[src/rtl/linked_stack_ctrl.sv]
// Linked-list LIFO controller: entries are linked through link[] and come from an external allocator.
// Optional macro LINKED_STACK_ERR_EN adds a sticky err output for illegal requests.
module linked_stack_ctrl #(
  parameter int ADDR  = 4,
  parameter int DEPTH = 16,
  parameter int WIDTH = 32
) (
  input  logic             clk,
  input  logic             rst_n,
  input  logic             push_valid,
  input  logic [WIDTH-1:0] push_data,
  output logic             push_ready,
  input  logic             pop_valid,
  output logic             pop_ready,
  output logic [WIDTH-1:0] pop_data,
  output logic             pop_data_valid,
  input  logic             flush,
  output logic             empty,
  output logic             full,
  output logic [ADDR:0]    count,
  output logic             alloc,
  input  logic [ADDR-1:0]  alloc_addr,
  output logic             free,
  output logic [ADDR-1:0]  free_addr,
  output logic             move_vector,
  output logic [ADDR-1:0]  vector_start,
  output logic [ADDR-1:0]  vector_snd,
  output logic [ADDR-1:0]  vector_end,
  output logic             vector_size_is_one,
`ifdef LINKED_STACK_ERR_EN
  output logic             err,
`endif
  output logic [1:0]       fsm_state
);

  // Handshake: a push or pop is accepted in a cycle where its valid and ready are
  // both high; ready never depends on the same channel's valid.
  typedef enum logic [1:0] {
    IDLE  = 2'd0,
    POPRD = 2'd1,
    FLUSH = 2'd2
  } state_t;

  localparam logic [ADDR:0] DEPTH_C = (ADDR+1)'(DEPTH);
  localparam logic [ADDR:0] ONE_C   = (ADDR+1)'(1);

  state_t           state;
  logic [ADDR-1:0]  link_mem [DEPTH];
  logic [WIDTH-1:0] data_mem [DEPTH];
  logic [ADDR-1:0]  top;
  logic [ADDR-1:0]  bottom;
  logic [ADDR:0]    cnt;

  logic is_idle;
  logic flush_take;
  logic push_take;
  logic pop_take;
  logic swap;

  assign fsm_state = state;
  assign count     = cnt;
  assign empty     = (cnt == '0);
  assign full      = (cnt == DEPTH_C);

  // An accepted flush blocks push/pop in the same cycle; readies are held low in reset.
  assign is_idle    = (state == IDLE);
  assign flush_take = is_idle && flush && !empty;
  assign push_ready = rst_n && is_idle && !flush_take && (!full || pop_valid);
  assign pop_ready  = rst_n && is_idle && !flush_take && !empty;
  assign push_take  = push_valid && push_ready;
  assign pop_take   = pop_valid && pop_ready;
  assign swap       = push_take && pop_take;
  assign alloc      = push_take && !pop_take;
  assign free       = pop_take && !push_take;
  assign free_addr  = free ? top : '0;

  // Storage arrays carry no reset; they are only meaningful below count.
  always_ff @(posedge clk) begin
    if (alloc) begin
      data_mem[alloc_addr] <= push_data;
      link_mem[alloc_addr] <= top;
    end else if (swap) begin
      data_mem[top] <= push_data;
    end
  end

  always_ff @(posedge clk or negedge rst_n) begin
    if (!rst_n) begin
      state              <= IDLE;
      cnt                <= '0;
      top                <= '0;
      bottom             <= '0;
      pop_data           <= '0;
      pop_data_valid     <= 1'b0;
      move_vector        <= 1'b0;
      vector_start       <= '0;
      vector_snd         <= '0;
      vector_end         <= '0;
      vector_size_is_one <= 1'b0;
    end else begin
      pop_data_valid <= 1'b0;
      move_vector    <= 1'b0;
      case (state)
        IDLE: begin
          if (flush_take) begin
            state              <= FLUSH;
            move_vector        <= 1'b1;
            vector_start       <= top;
            vector_snd         <= link_mem[top];
            vector_end         <= bottom;
            vector_size_is_one <= (cnt == ONE_C);
          end else if (swap) begin
            // Old top value is read here before the array write lands at this edge.
            pop_data       <= data_mem[top];
            pop_data_valid <= 1'b1;
            state          <= POPRD;
          end else if (alloc) begin
            top <= alloc_addr;
            cnt <= cnt + ONE_C;
            if (empty) bottom <= alloc_addr;
          end else if (free) begin
            top            <= link_mem[top];
            cnt            <= cnt - ONE_C;
            pop_data       <= data_mem[top];
            pop_data_valid <= 1'b1;
            state          <= POPRD;
          end
        end
        POPRD: state <= IDLE;
        FLUSH: begin
          cnt   <= '0;
          state <= IDLE;
        end
        default: state <= IDLE;
      endcase
    end
  end

`ifdef LINKED_STACK_ERR_EN
  always_ff @(posedge clk or negedge rst_n) begin
    if (!rst_n) begin
      err <= 1'b0;
    end else if (flush_take) begin
      err <= 1'b0;
    end else if (is_idle && ((push_valid && full && !pop_valid) || (pop_valid && empty))) begin
      err <= 1'b1;
    end
  end
`endif

endmodule

[config.mk]
export PLATFORM = sky130hd
export DESIGN_NAME = linked_stack_ctrl
export DESIGN_NICKNAME = d
export VERILOG_FILES = /design/src/rtl/linked_stack_ctrl.sv
export SDC_FILE = /design/constraint.sdc
export NUM_CORES = 1
export LEC_CHECK = 0
export BUFFER_PORTS_ARGS = -buffer_cell sky130_fd_sc_hd__buf_4
export CORE_ASPECT_RATIO = 0.5
export CORE_MARGIN = 3
export CORE_UTILIZATION = 30
export CTS_CLUSTER_SIZE = 12
export DETAILED_ROUTE_END_ITERATION = 8
export GPL_ROUTABILITY_DRIVEN = 0
export GPL_TIMING_DRIVEN = 0
export PLACE_DENSITY_LB_ADDON = 0.3
export SETUP_SLACK_MARGIN = 0.15
export SLEW_MARGIN = 20
export SYNTH_ARGS = -nofsm -noshare
export SYNTH_HDL_FRONTEND = slang
export SYNTH_SLANG_ARGS = --single-unit
[constraint.sdc]
create_clock -name clk -period 4.4 [get_ports clk]
set_clock_uncertainty 0.1 [all_clocks]
set_input_delay 0.44 -clock clk [delete_from_list [all_inputs] [get_ports clk]]
set_output_delay 0.44 -clock clk [all_outputs]
set_load 0.02 [all_outputs]
==> summary.txt, run 1 <==
Critical path
  – Delay of the slowest critical-path stage: 0.43 ns
  – Worst path cell trace: inv_1 > ha_1 > or4b_1 > buf_2 > nand3_1 > nor2_1 > and2_1 > ha_1 > clkbuf_2 > clkbuf_2 > nor3b_1 > a31oi_4 > nor2_4 > buf_12 > buf_12
  – CP Class: flip-flop to flip-flop
  – Critical path peak fanout: 17
  – Setup crit start kind: flip-flop
  – WP data required: 4.60 ns
  – Worst path slowest cell: dfrtp_1
  – CP Capture Type: flip-flop
  – CP arrival: 4.19 ns

Drt
  – Drt initial violations: 1202
  – Post-route DRC: 0
  – Via count: 12520
  – Final ANT Viol Nets: 0
  – Wirelength per Cell: 23.36 um
  – Final wirelength: 59910 um
  – Drt first pass iters: 5
  – Vias per cell: 4.880

Global routing
  – Overall Global Routing Usage: 13.93%
  – Initial antenna violation count: 2
  – First-pass GRT wire length: 89240 um
  – Vias in the first global route: 13050
  – Largest net degree at the start of global routing: 66
  – GR Overflow Total: 0

CTS
  – Clk_lat worst skew: 0.63 ns
  – Inserted Clock Buffers: 61
  – Clock Sinks: 638
  – CTS root buf: clkbuf_16
  – Clock Path Buffers: 3
  – Clk slew on worst S/H paths: 0.06 ns
  – CTS tree: yes
  – CTS H-tree depth: 2

Power
  – Power per cell area: 569.7 nW/um^2
  – Total power: 17.10 mW
  – Worst vdd ir: 0.3397 mV
  – Leakage: 10.02 nW

Yosys
  – Post-Syn Nets: 1242
  – Unique cell type count in the Yosys netlist: 44
  – Most frequent cell after synthesis: edfxtp_1
  – Yosys top cell area share: 70.12%
  – Ys flop type: edfxtp_1
  – Async S/R FF share, synth: 9.718%
  – Syn Inst Count: 1193
  – Top post-synthesis cells by area: edfxtp_1 70%, mux4_2 12%, dfrtp_1 6.3%
  – Yosys reg bits: 638
  – Yosys warns: 0
  – Post-Syn Area: 24670 sq um
  – Commonest cells post-synth: 576 x edfxtp_1, 130 x mux4_2, 100 x mux2i_1
  – Syn_area_per_cell: 20.68 sq um
  – Sequential fraction of the synthesis area: 76.40%
  – Cell taking the most area after synthesis: edfxtp_1
  – EDFF count, synth: 576

STA
  – Post-layout min period: 3.998 ns
  – Fin worst setup slack: 0.4019 ns
  – Peak Freq: 250.1 MHz
  – Tcrit/Tclk final: 90.87%
  – Max-slew violations: 0
  – Final Setup Violations: 0
  – Final Hold Viols: 0
  – Unrepaired setup endpoints after global routing: no
  – Worst Tran Pin Value: 1.145 ns
  – Rel. slew slack: 23.67%

Floorplanning
  – Initial core utilization: 30.66%
  – Die height: 208.8 um
  – Site row count: 73
  – Core area: 80470 sq um
  – Die area: 85910 sq um
  – Die width: 411.5 um
  – IO Count: 105

Layout
  – Fin nets: 1477
  – Finished Core Util: 37.31%
  – Filler instances: 7343
  – Synth-to-layout area growth: 21.69%
  – Share of cells above drive strength 1: 28.84%

Placed design
  – Buffers on Ports: 103
  – Post-DP HPWL: 37770 um
  – Place WS: -0.4434 ns

Flow run
  – Max-cap viol count: 0

Status
  – Status: finished, final reports clean

Worst hold path
  – Hold Path Class: primary input to flip-flop
-- worst max-delay path, delay by kind of cell, from the launching register on --
kind / cells / cell delay, ns
compound gates: 1 / 0.13
buf+inv: 6 / 1.20
fa+ha+maj: 2 / 0.44
simple gates: 6 / 1.35
flops: 1 / 0.43
-- power breakdown --
group | total [mW] | internal (mW) | switching (mW)
registers | 7.31 | 7.00 | 0.312
clock network | 4.97 | 2.75 | 2.22
logic | 4.82 | 2.14 | 2.68
total | 17.1 | 11.9 | 5.22
-- cell families (layout without fill, tap and decap cells) --
kind of cell,Yosys count,after routing,share of synthesized area (%)
AO/OA/AOI/OAI,82,82,2.632
other,0,1,0
AND/OR/NAND/NOR,143,143,2.739
XOR/XNOR,1,1,0.03551
buffers and inverters,78,362,1.263
adder cells (fa/ha/maj),8,8,0.4058
flip-flops,638,638,76.40
multiplexers,243,243,16.52
-- layout make-up --
class	instances	area, sq um	area share [%]
Antenna cell	1	2.502	0.008336
Tap cell	1087	1360	4.530
Clock buffer	107	1759	5.860
Sequential cell	638	18850	62.79
Inverter	11	41.29	0.1375
Multi-Input combinational cell	477	5757	19.18
Buffer	66	290.3	0.9669
Clock inverter	5	78.83	0.2626
Timing Repair Buffer	173	1883	6.273
-- flip-flops by register name, indices dropped and copies added, names as in the netlist --
name / count
vector_size_is_one: 1
bottom: 4
pop_data: 32
fsm_state: 2
pop_data_valid: 1
vector_end: 4
count: 5
move_vector: 1
vector_snd: 4
top: 4
data_mem: 512
link_mem: 64
vector_start: 4
-- layout by cell type, fill, tap and decap left out, drive strengths merged, types with 13 or more instances in the layout --
| master | synthesis | final |
|---|---|---|
| o221ai | 32 | 32 |
| mux2i | 100 | 100 |
| dfrtp | 62 | 62 |
| nand2 | 49 | 49 |
| edfxtp | 576 | 576 |
| buf | 26 | 167 |
| nor2 | 37 | 37 |
| mux2 | 13 | 13 |
| dlygate4sd3 | 0 | 28 |
| a22oi | 14 | 14 |
| clkbuf | 41 | 151 |
| mux4 | 130 | 130 |
-- path summary, 6_finish.rpt --
check | depth (start not counted) | from | slack, ns | to
hold / removal | 1 | push_data[19] | 0.04 | data_mem[12][19]$_DFFE_PP_
setup / recovery | 15 | count[1]$_DFFE_PN0P_ | 0.40 | data_mem[11][25]$_DFFE_PP_
setup reg to reg | 15 | count[1]$_DFFE_PN0P_ | 0.40 | data_mem[11][25]$_DFFE_PP_
hold reg to reg | 2 | vector_size_is_one$_DFFE_PN0P_ | 0.39 | vector_size_is_one$_DFFE_PN0P_
max in group asynchronous | 2 | rst_n | 3.29 | pop_data[24]$_DFFE_PN0P_
min in group asynchronous | 2 | rst_n | 0.35 | pop_data[11]$_DFFE_PN0P_
-- what timing repair did --
action | in CTS | in global routing
resized for setup | 18 | 22
endpoints found under the setup margin | 572 | 598
hold endpoints to repair | 425 | 0
hold buffers | 28 | 0
buffers inserted | 15 | 4
pin swaps | 11 | 3
-- through the flow --
step / setup TNS, ns / hold slack (ns) / cells / instance area (sq um)
after global placement: -1199.09 / 0.3714 / 2383 / 26800
after global routing: 0 / 0.04029 / 2565 / 30020
after floorplan: -108.43 / 0.04441 / 1193 / 24670
final: 0 / 0.03924 / 2565 / 30020
after detailed placement: -73.69 / 0.3755 / 2406 / 27450
after CTS: 0 / 0.002131 / 2560 / 29910
-- metal layers --
layer | GRT usage [%] | part of all wire, % | wire, um
met5 | 0 | 0 | 0
met2 | 22.51 | 48 | 28930
met3 | 2.219 | 4.4 | 2627
met4 | 3.972 | 2.5 | 1526
met1 | 19.53 | 45 | 26830
(Power assumes the default switching activity.)
==> run 2: changes to the inputs <==
Settings changed: CAP_MARGIN from default to 30.
Clock period 4.4 ns to 4.45 ns, I/O delays scaled along.
==> summary.txt, run 2 (synthesized netlist as in run 1, its figures left out) <==
Status
  – Status: finished, final reports clean (unchanged)

CTS
  – Inserted Clock Buffers: 66 (was 61)
  – CTS tree: yes (unchanged)
  – CTS H-tree depth: 3 (was 2)
  – Clk_lat worst skew: 0.60 ns (was 0.63 ns)
  – Clk slew on worst S/H paths: 0.06 ns (about the same)
  – Clock Sinks: 638 (unchanged)
  – Clock Path Buffers: 3 (unchanged)
  – CTS root buf: clkbuf_16 (unchanged)

Critical path
  – Setup crit start kind: flip-flop (unchanged)
  – Setup crit end: pop_data[5]$_DFFE_PN0P_ (was data_mem[11][25]$_DFFE_PP_)
  – Worst path slowest cell: dfrtp_1 (unchanged)
  – CP Capture Type: flip-flop (unchanged)
  – Worst reg2reg path startpoint: count[0]$_DFFE_PN0P_ (was count[1]$_DFFE_PN0P_)
  – Critical path peak fanout: 10 (was 17)
  – Delay of the slowest critical-path stage: 0.48 ns (was 0.43 ns)
  – CP arrival: 4.41 ns (was 4.19 ns)
  – CP startpoint: count[0]$_DFFE_PN0P_ (was count[1]$_DFFE_PN0P_)
  – CP Class: flip-flop to flip-flop (unchanged)
  – Worst path cell trace: inv_1 > ha_1 > or4b_1 > buf_2 > o21ai_1 > and2_1 > inv_1 > ha_1 > or2_2 > o2111ai_4 > or2_0 > clkbuf_2 > clkbuf_4 > o221ai_1 (was inv_1 > ha_1 > or4b_1 > buf_2 > nand3_1 > nor2_1 > and2_1 > ha_1 > clkbuf_2 > clkbuf_2 > nor3b_1 > a31oi_4 > nor2_4 > buf_12 > buf_12)
  – R2R Path End: pop_data[5]$_DFFE_PN0P_ (was data_mem[11][25]$_DFFE_PP_)
  – Reg2reg setup slack: 0.39 ns (was 0.40 ns)
  – WP data required: 4.80 ns (was 4.60 ns)
  – Worst Reg2Reg Path Length in Cells: 14 (was 15)

Worst hold path
  – Hold Path Class: primary input to flip-flop (unchanged)
  – Min-delay src: push_data[12] (was push_data[19])

Power
  – Internal: 12.04 mW (was 11.89 mW)
  – Total power: 17.23 mW (was 17.10 mW)
  – Switching share of total power: 30.14% (was 30.51%)
  – Power per cell area: 573.5 nW/um^2 (was 569.7 nW/um^2)
  – Comb power frac: 28.0% (was 28.2%)
  – Worst vdd ir: 0.2612 mV (was 0.3397 mV)
  – Clock power frac: 30.0% (was 29.1%)
  – Leakage: 10.06 nW (was 10.02 nW)
  – Sequential power share: 42.0% (was 42.8%)
  – Net Switching: 5.194 mW (was 5.218 mW)

Drt
  – Routed met2 length: 28660 um (was 28930 um)
  – Drt initial violations: 1191 (was 1202)
  – Final wirelength: 59500 um (was 59910 um)
  – Routed length on met1: 26730 um (was 26830 um)
  – Final ANT Viol Nets: 0 (unchanged)
  – Highest Signal Layer: met5 (was met4)
  – Via count: 12470 (was 12520)
  – Wirelength per Cell: 23.26 um (was 23.36 um)
  – Met3 routed WL: 2764 um (was 2627 um)
  – Drt first pass iters: 5 (unchanged)
  – Post-route DRC: 0 (unchanged)
  – Vias per cell: 4.873 (was 4.880)

Layout
  – Synth-to-layout area growth: 21.81% (was 21.69%)
  – Finished Core Util: 37.34% (was 37.31%)
  – Fin nets: 1468 (was 1477)
  – Most flop-heavy register: data_mem (unchanged)
  – Finished Layout Cells: 2558 (was 2565)
  – Most common cell after layout, fill and taps aside: edfxtp_1 (unchanged)
  – ANT cells: 0 (was 1)
  – Commonest cells after routing, fill and taps aside: 576 x edfxtp_1, 130 x mux4_2, 113 x buf_4 (was 576 x edfxtp_1, 130 x mux4_2, 108 x buf_4)
  – Max reg flops: 512 (unchanged)
  – Largest registers: data_mem x512, link_mem x64, pop_data x32 (unchanged)
  – Share of cells above drive strength 1: 30.12% (was 28.84%)
  – Filler instances: 7282 (was 7343)

Floorplanning
  – Initial core utilization: 30.66% (unchanged)
  – Site row count: 73 (unchanged)
  – IO Count: 105 (unchanged)
  – Die height: 208.8 um (unchanged)
  – Die width: 411.5 um (unchanged)
  – Core area: 80470 sq um (unchanged)
  – Die area: 85910 sq um (unchanged)

STA
  – Final Hold Viols: 0 (unchanged)
  – Post-layout min period: 4.055 ns (was 3.998 ns)
  – Peak Freq: 246.6 MHz (was 250.1 MHz)
  – Worst Tran Pin Value: 0.9667 ns (was 1.145 ns)
  – Tcrit/Tclk final: 91.13% (was 90.87%)
  – Max-slew violations: 0 (unchanged)
  – Final Setup Violations: 0 (unchanged)
  – Rel. slew slack: 35.55% (was 23.67%)
  – Unrepaired setup endpoints after global routing: no (unchanged)

Placed design
  – Post-DP HPWL: 38290 um (was 37770 um)
  – Placed Cells: 2414 (was 2406)
  – Buffers on Ports: 103 (unchanged)

Global routing
  – Initial antenna violation count: 4 (was 2)
  – GR Overflow Total: 0 (unchanged)
  – First-pass GRT wire length: 88530 um (was 89240 um)
  – Overall Global Routing Usage: 13.93% (about the same)
  – Largest net degree at the start of global routing: 42 (was 66)
  – Vias in the first global route: 12980 (was 13050)

Flow run
  – Max-cap viol count: 0 (unchanged)
==> run 2: cell types whose count changed in the layout (fill, tap and decap cells not counted), sizes merged <==
cell,previous run,this run
bufinv,1,0
inv,11,12
buf,167,181
clkinvlp,0,1
dlygate4sd3,28,1
diode,1,0
clkinv,4,10
==> run 2: worst max-delay path: cells and delay by family (launching register included) <==
family	cells	cell delay [ns]
AND/OR/NAND/NOR	4	1.20
buffers and inverters	5	0.99
AO/OA/AOI/OAI	3	0.66
flip-flops	1	0.48
adder cells (fa/ha/maj)	2	0.46
==> run 2: power groups by stage <==
| stage | Combinational, mW | Sequential [mW] | Clock [mW] |
|---|---|---|---|
| floorplan | 2.88 | 7.51 | 0 |
| global placement | 4.73 | 7.36 | 0 |
| detailed placement | 4.88 | 7.36 | 0 |
| CTS | 4.91 | 7.24 | 5.30 |
| global route | 5.20 | 7.27 | 5.58 |
| finish | 4.82 | 7.23 | 5.18 |
==> run 2: what timing repair did <==
item / in CTS / in global routing
buffers inserted: 21 / 1
pin swaps: 13 / 1
hold buffers: 1 / 0
hold endpoints to repair: 24 / 0
gates resized for setup: 17 / 19
setup endpoints to repair: 547 / 506
==> run 2: worst min-delay path by stage <==
stage	to	slack [ns]	cells after the start
detailed placement	pop_data[15]$_DFFE_PN0P_	0.36	1
global route	data_mem[4][29]$_DFFE_PP_	0.03	1
CTS	data_mem[6][29]$_DFFE_PP_	0.007	1
floorplan	bottom[0]$_DFFE_PN0P_	0.05	0
global placement	vector_start[3]$_DFFE_PN0P_	0.37	2
finish	data_mem[8][12]$_DFFE_PP_	0.05	1
==> run 2: final cells by class <==
cell class	instances	area, sq um	share of cell area, %
clock inverter	12	105.1	0.3498
inverter	11	41.29	0.1374
clock buffer	108	1903	6.333
multi-input combinational	477	5747	19.12
buffer	67	290.3	0.9660
timing repair buffer	158	1755	5.842
tap	1087	1360	4.526
sequential	638	18850	62.72
==> run 2: metal layers <==
layer	GRT usage (%)	up-vias
met2	22.32	325
met5	0	-
met4	3.934	4
li1	-	5394
met1	19.51	6648
met3	2.520	94
==> run 2: metrics by stage <==
| stage | TNS (ns) | setup WS, ns | hold slack (ns) | instance area (sq um) |
|---|---|---|---|---|
| after global routing | 0 | 0.1403 | 0.02775 | 30050 |
| after detailed placement | -57.66 | -0.4222 | 0.3649 | 27570 |
| after floorplan | -82.83 | -0.1713 | 0.04941 | 24670 |
| after CTS | 0 | 0.08805 | 0.006581 | 29970 |
| after global placement | -1171.90 | -2.370 | 0.3714 | 26800 |
| final | 0 | 0.3949 | 0.04552 | 30050 |
==> run 3: changes to the inputs <==
Clock period 4.45 ns to 3.9 ns, I/O delays scaled along.
==> summary.txt, run 3 (synthesized netlist as in run 1, its figures left out) <==
CTS
  – Clock Sinks: 638 (unchanged)
  – Clk_lat worst skew: 0.64 ns (was 0.60 ns)
  – CTS H-tree depth: 2 (was 3)
  – Clock Path Buffers: 3 (unchanged)
  – CTS root buf: clkbuf_16 (unchanged)
  – Clk slew on worst S/H paths: 0.06 ns (about the same)
  – Inserted Clock Buffers: 61 (was 66)
  – CTS tree: yes (unchanged)

Critical path
  – Delay of the slowest critical-path stage: 0.44 ns (was 0.48 ns)
  – CP Capture Type: flip-flop (unchanged)
  – Setup crit start kind: flip-flop (unchanged)
  – CP Buf/Inv Count: 6 (was 5)
  – Reg2reg setup slack: 0.32 ns (was 0.39 ns)
  – Worst Reg2Reg Path Length in Cells: 15 (was 14)
  – Critical path peak fanout: 10 (unchanged)
  – Setup crit end: data_mem[11][29]$_DFFE_PP_ (was pop_data[5]$_DFFE_PN0P_)
  – Worst path cell trace: inv_2 > ha_2 > or4b_1 > buf_4 > nand3_1 > nor2_2 > and2_1 > ha_1 > clkbuf_4 > buf_6 > nor3b_4 > a31oi_4 > nor2_4 > buf_12 > bufbuf_16 (was inv_1 > ha_1 > or4b_1 > buf_2 > o21ai_1 > and2_1 > inv_1 > ha_1 > or2_2 > o2111ai_4 > or2_0 > clkbuf_2 > clkbuf_4 > o221ai_1)
  – WP data required: 4.15 ns (was 4.80 ns)
  – Levels on crit path: 15 (was 14)
  – CP Class: flip-flop to flip-flop (unchanged)
  – R2R Path End: data_mem[11][29]$_DFFE_PP_ (was pop_data[5]$_DFFE_PN0P_)
  – CP arrival: 3.83 ns (was 4.41 ns)
  – CP delay by family, top: simple AND/OR/NAND/NOR gates (unchanged)
  – Worst reg2reg path startpoint: count[1]$_DFFE_PN0P_ (was count[0]$_DFFE_PN0P_)
  – CP startpoint: count[1]$_DFFE_PN0P_ (was count[0]$_DFFE_PN0P_)
  – Worst path slowest cell: or4b_1 (was dfrtp_1)

Layout
  – Largest registers: data_mem x512, link_mem x64, pop_data x32 (unchanged)
  – ANT cells: 0 (unchanged)
  – Finished Core Util: 37.79% (was 37.34%)
  – Most common cell after layout, fill and taps aside: edfxtp_1 (unchanged)
  – Filler instances: 7232 (was 7282)
  – Fin nets: 1500 (was 1468)
  – Max reg flops: 512 (unchanged)
  – Share of cells above drive strength 1: 30.11% (was 30.12%)
  – Synth-to-layout area growth: 23.26% (was 21.81%)
  – Most flop-heavy register: data_mem (unchanged)
  – Finished Layout Cells: 2588 (was 2558)
  – Commonest cells after routing, fill and taps aside: 576 x edfxtp_1, 130 x mux4_2, 118 x buf_4 (was 576 x edfxtp_1, 130 x mux4_2, 113 x buf_4)

Floorplanning
  – Die width: 411.5 um (unchanged)
  – Core area: 80470 sq um (unchanged)
  – Die area: 85910 sq um (unchanged)
  – IO Count: 105 (unchanged)
  – Die height: 208.8 um (unchanged)
  – Site row count: 73 (unchanged)
  – Initial core utilization: 30.66% (unchanged)

Drt
  – Drt initial violations: 1015 (was 1191)
  – Vias per cell: 4.836 (was 4.873)
  – Via count: 12520 (was 12470)
  – Wirelength per Cell: 22.97 um (was 23.26 um)
  – Post-route DRC: 0 (unchanged)
  – Final ANT Viol Nets: 0 (unchanged)
  – Final wirelength: 59440 um (was 59500 um)
  – Drt first pass iters: 5 (unchanged)

STA
  – Rel. slew slack: 30.54% (was 35.55%)
  – Post-layout min period: 3.579 ns (was 4.055 ns)
  – Unrepaired setup endpoints after global routing: yes (was no)
  – Tcrit/Tclk final: 91.76% (was 91.13%)
  – Peak Freq: 279.4 MHz (was 246.6 MHz)
  – Max-slew violations: 0 (unchanged)
  – Final Setup Violations: 0 (unchanged)
  – Final Hold Viols: 0 (unchanged)
  – Worst Tran Pin Value: 1.042 ns (was 0.9667 ns)

Power
  – Power per cell area: 637.0 nW/um^2 (was 573.5 nW/um^2)
  – Leakage: 10.20 nW (was 10.06 nW)
  – Worst vdd ir: 0.3429 mV (was 0.2612 mV)

Placed design
  – Buffers on Ports: 103 (unchanged)
  – Placed Cells: 2410 (was 2414)
  – Post-DP HPWL: 37740 um (was 38290 um)

Global routing
  – First-pass GRT wire length: 88980 um (was 88530 um)
  – Vias in the first global route: 13210 (was 12980)
  – Largest net degree at the start of global routing: 44 (was 42)
  – GR Overflow Total: 0 (unchanged)
  – Initial antenna violation count: 0 (was 4)
  – Overall Global Routing Usage: 13.85% (was 13.93%)

Status
  – Status: finished, final reports clean (unchanged)

Flow run
  – Max-cap viol count: 0 (unchanged)

Worst hold path
  – Hold Path Class: primary input to flip-flop (unchanged)
## run 3: worst reg2reg max path, stage by stage, from the launching register on
cell       delay, ns
dfrtp_2         0.42
inv_2           0.08
ha_2            0.20
or4b_1          0.44
buf_4           0.18
nand3_1         0.10
nor2_2          0.05
and2_1          0.20
ha_1            0.20
clkbuf_4        0.18
buf_6           0.17
nor3b_4         0.23
a31oi_4         0.11
nor2_4          0.19
buf_12          0.15
bufbuf_16       0.29
## run 3: cell type report
cell class | instances | area [sq um] | area share (%)
repair buffers | 198 | 2177 | 7.160
plain buffers | 64 | 332.8 | 1.095
clock inverters | 4 | 63.81 | 0.2099
well taps | 1087 | 1360 | 4.473
multi-input cells | 477 | 5813 | 19.12
inverters | 11 | 41.29 | 0.1358
clock buffers | 109 | 1768 | 5.814
flip-flops and latches | 638 | 18850 | 61.99
## run 3: report_power, final
group	internal (mW)	switching (mW)
clock network	3.05	2.47
logic	2.53	3.09
registers	7.90	0.329
## run 3: how the worst min path moves through the flow
stage | cells after the start | startpoint | end | slack (ns)
after floorplan | 0 | rst_n | bottom[0]$_DFFE_PN0P_ | -0.006
after global placement | 2 | vector_start[2]$_DFFE_PN0P_ | vector_start[2]$_DFFE_PN0P_ | 0.37
after detailed placement | 1 | rst_n | pop_data[13]$_DFFE_PN0P_ | 0.26
after CTS | 4 | flush | top[0]$_DFFE_PN0P_ | 0.07
after global routing | 4 | flush | top[0]$_DFFE_PN0P_ | 0.11
final | 4 | flush | top[1]$_DFFE_PN0P_ | 0.11
## run 3: metal layers
layer | track usage (%) | part of all wire, % | vias up
met5 | 0 | 0 | -
met4 | 3.227 | 1.7 | 0
met3 | 2.166 | 4.4 | 73
met2 | 22.88 | 49 | 284
met1 | 19.30 | 45 | 6717
li1 | - | - | 5442
## run 3: through the flow
| stage | power, mW | hold WS, ns | area [sq um] | setup TNS [ns] | setup WS [ns] |
|---|---|---|---|---|---|
| floorplan | 11.88 | -0.005591 | 24820 | 0 | 0.1597 |
| global placement | 13.83 | 0.3735 | 26950 | -523.16 | -1.121 |
| detailed placement | 13.97 | 0.2629 | 27500 | -289.83 | -0.9057 |
| CTS | 19.56 | 0.06731 | 30250 | 0 | 0.1036 |
| global route | 20.26 | 0.1145 | 30410 | 0 | 0.1226 |
| finish | 19.37 | 0.1125 | 30410 | 0 | 0.3213 |
## run 3: repair_timing
item | 4_1_cts | 5_1_grt
resized for setup | 37 | 27
buffers inserted | 26 | 4
endpoints found under the hold margin | 571 | 0
pin swaps | 19 | 2
endpoints found under the setup margin | 609 | 592
hold buffers | 35 | 0
cloned | 1 | 0
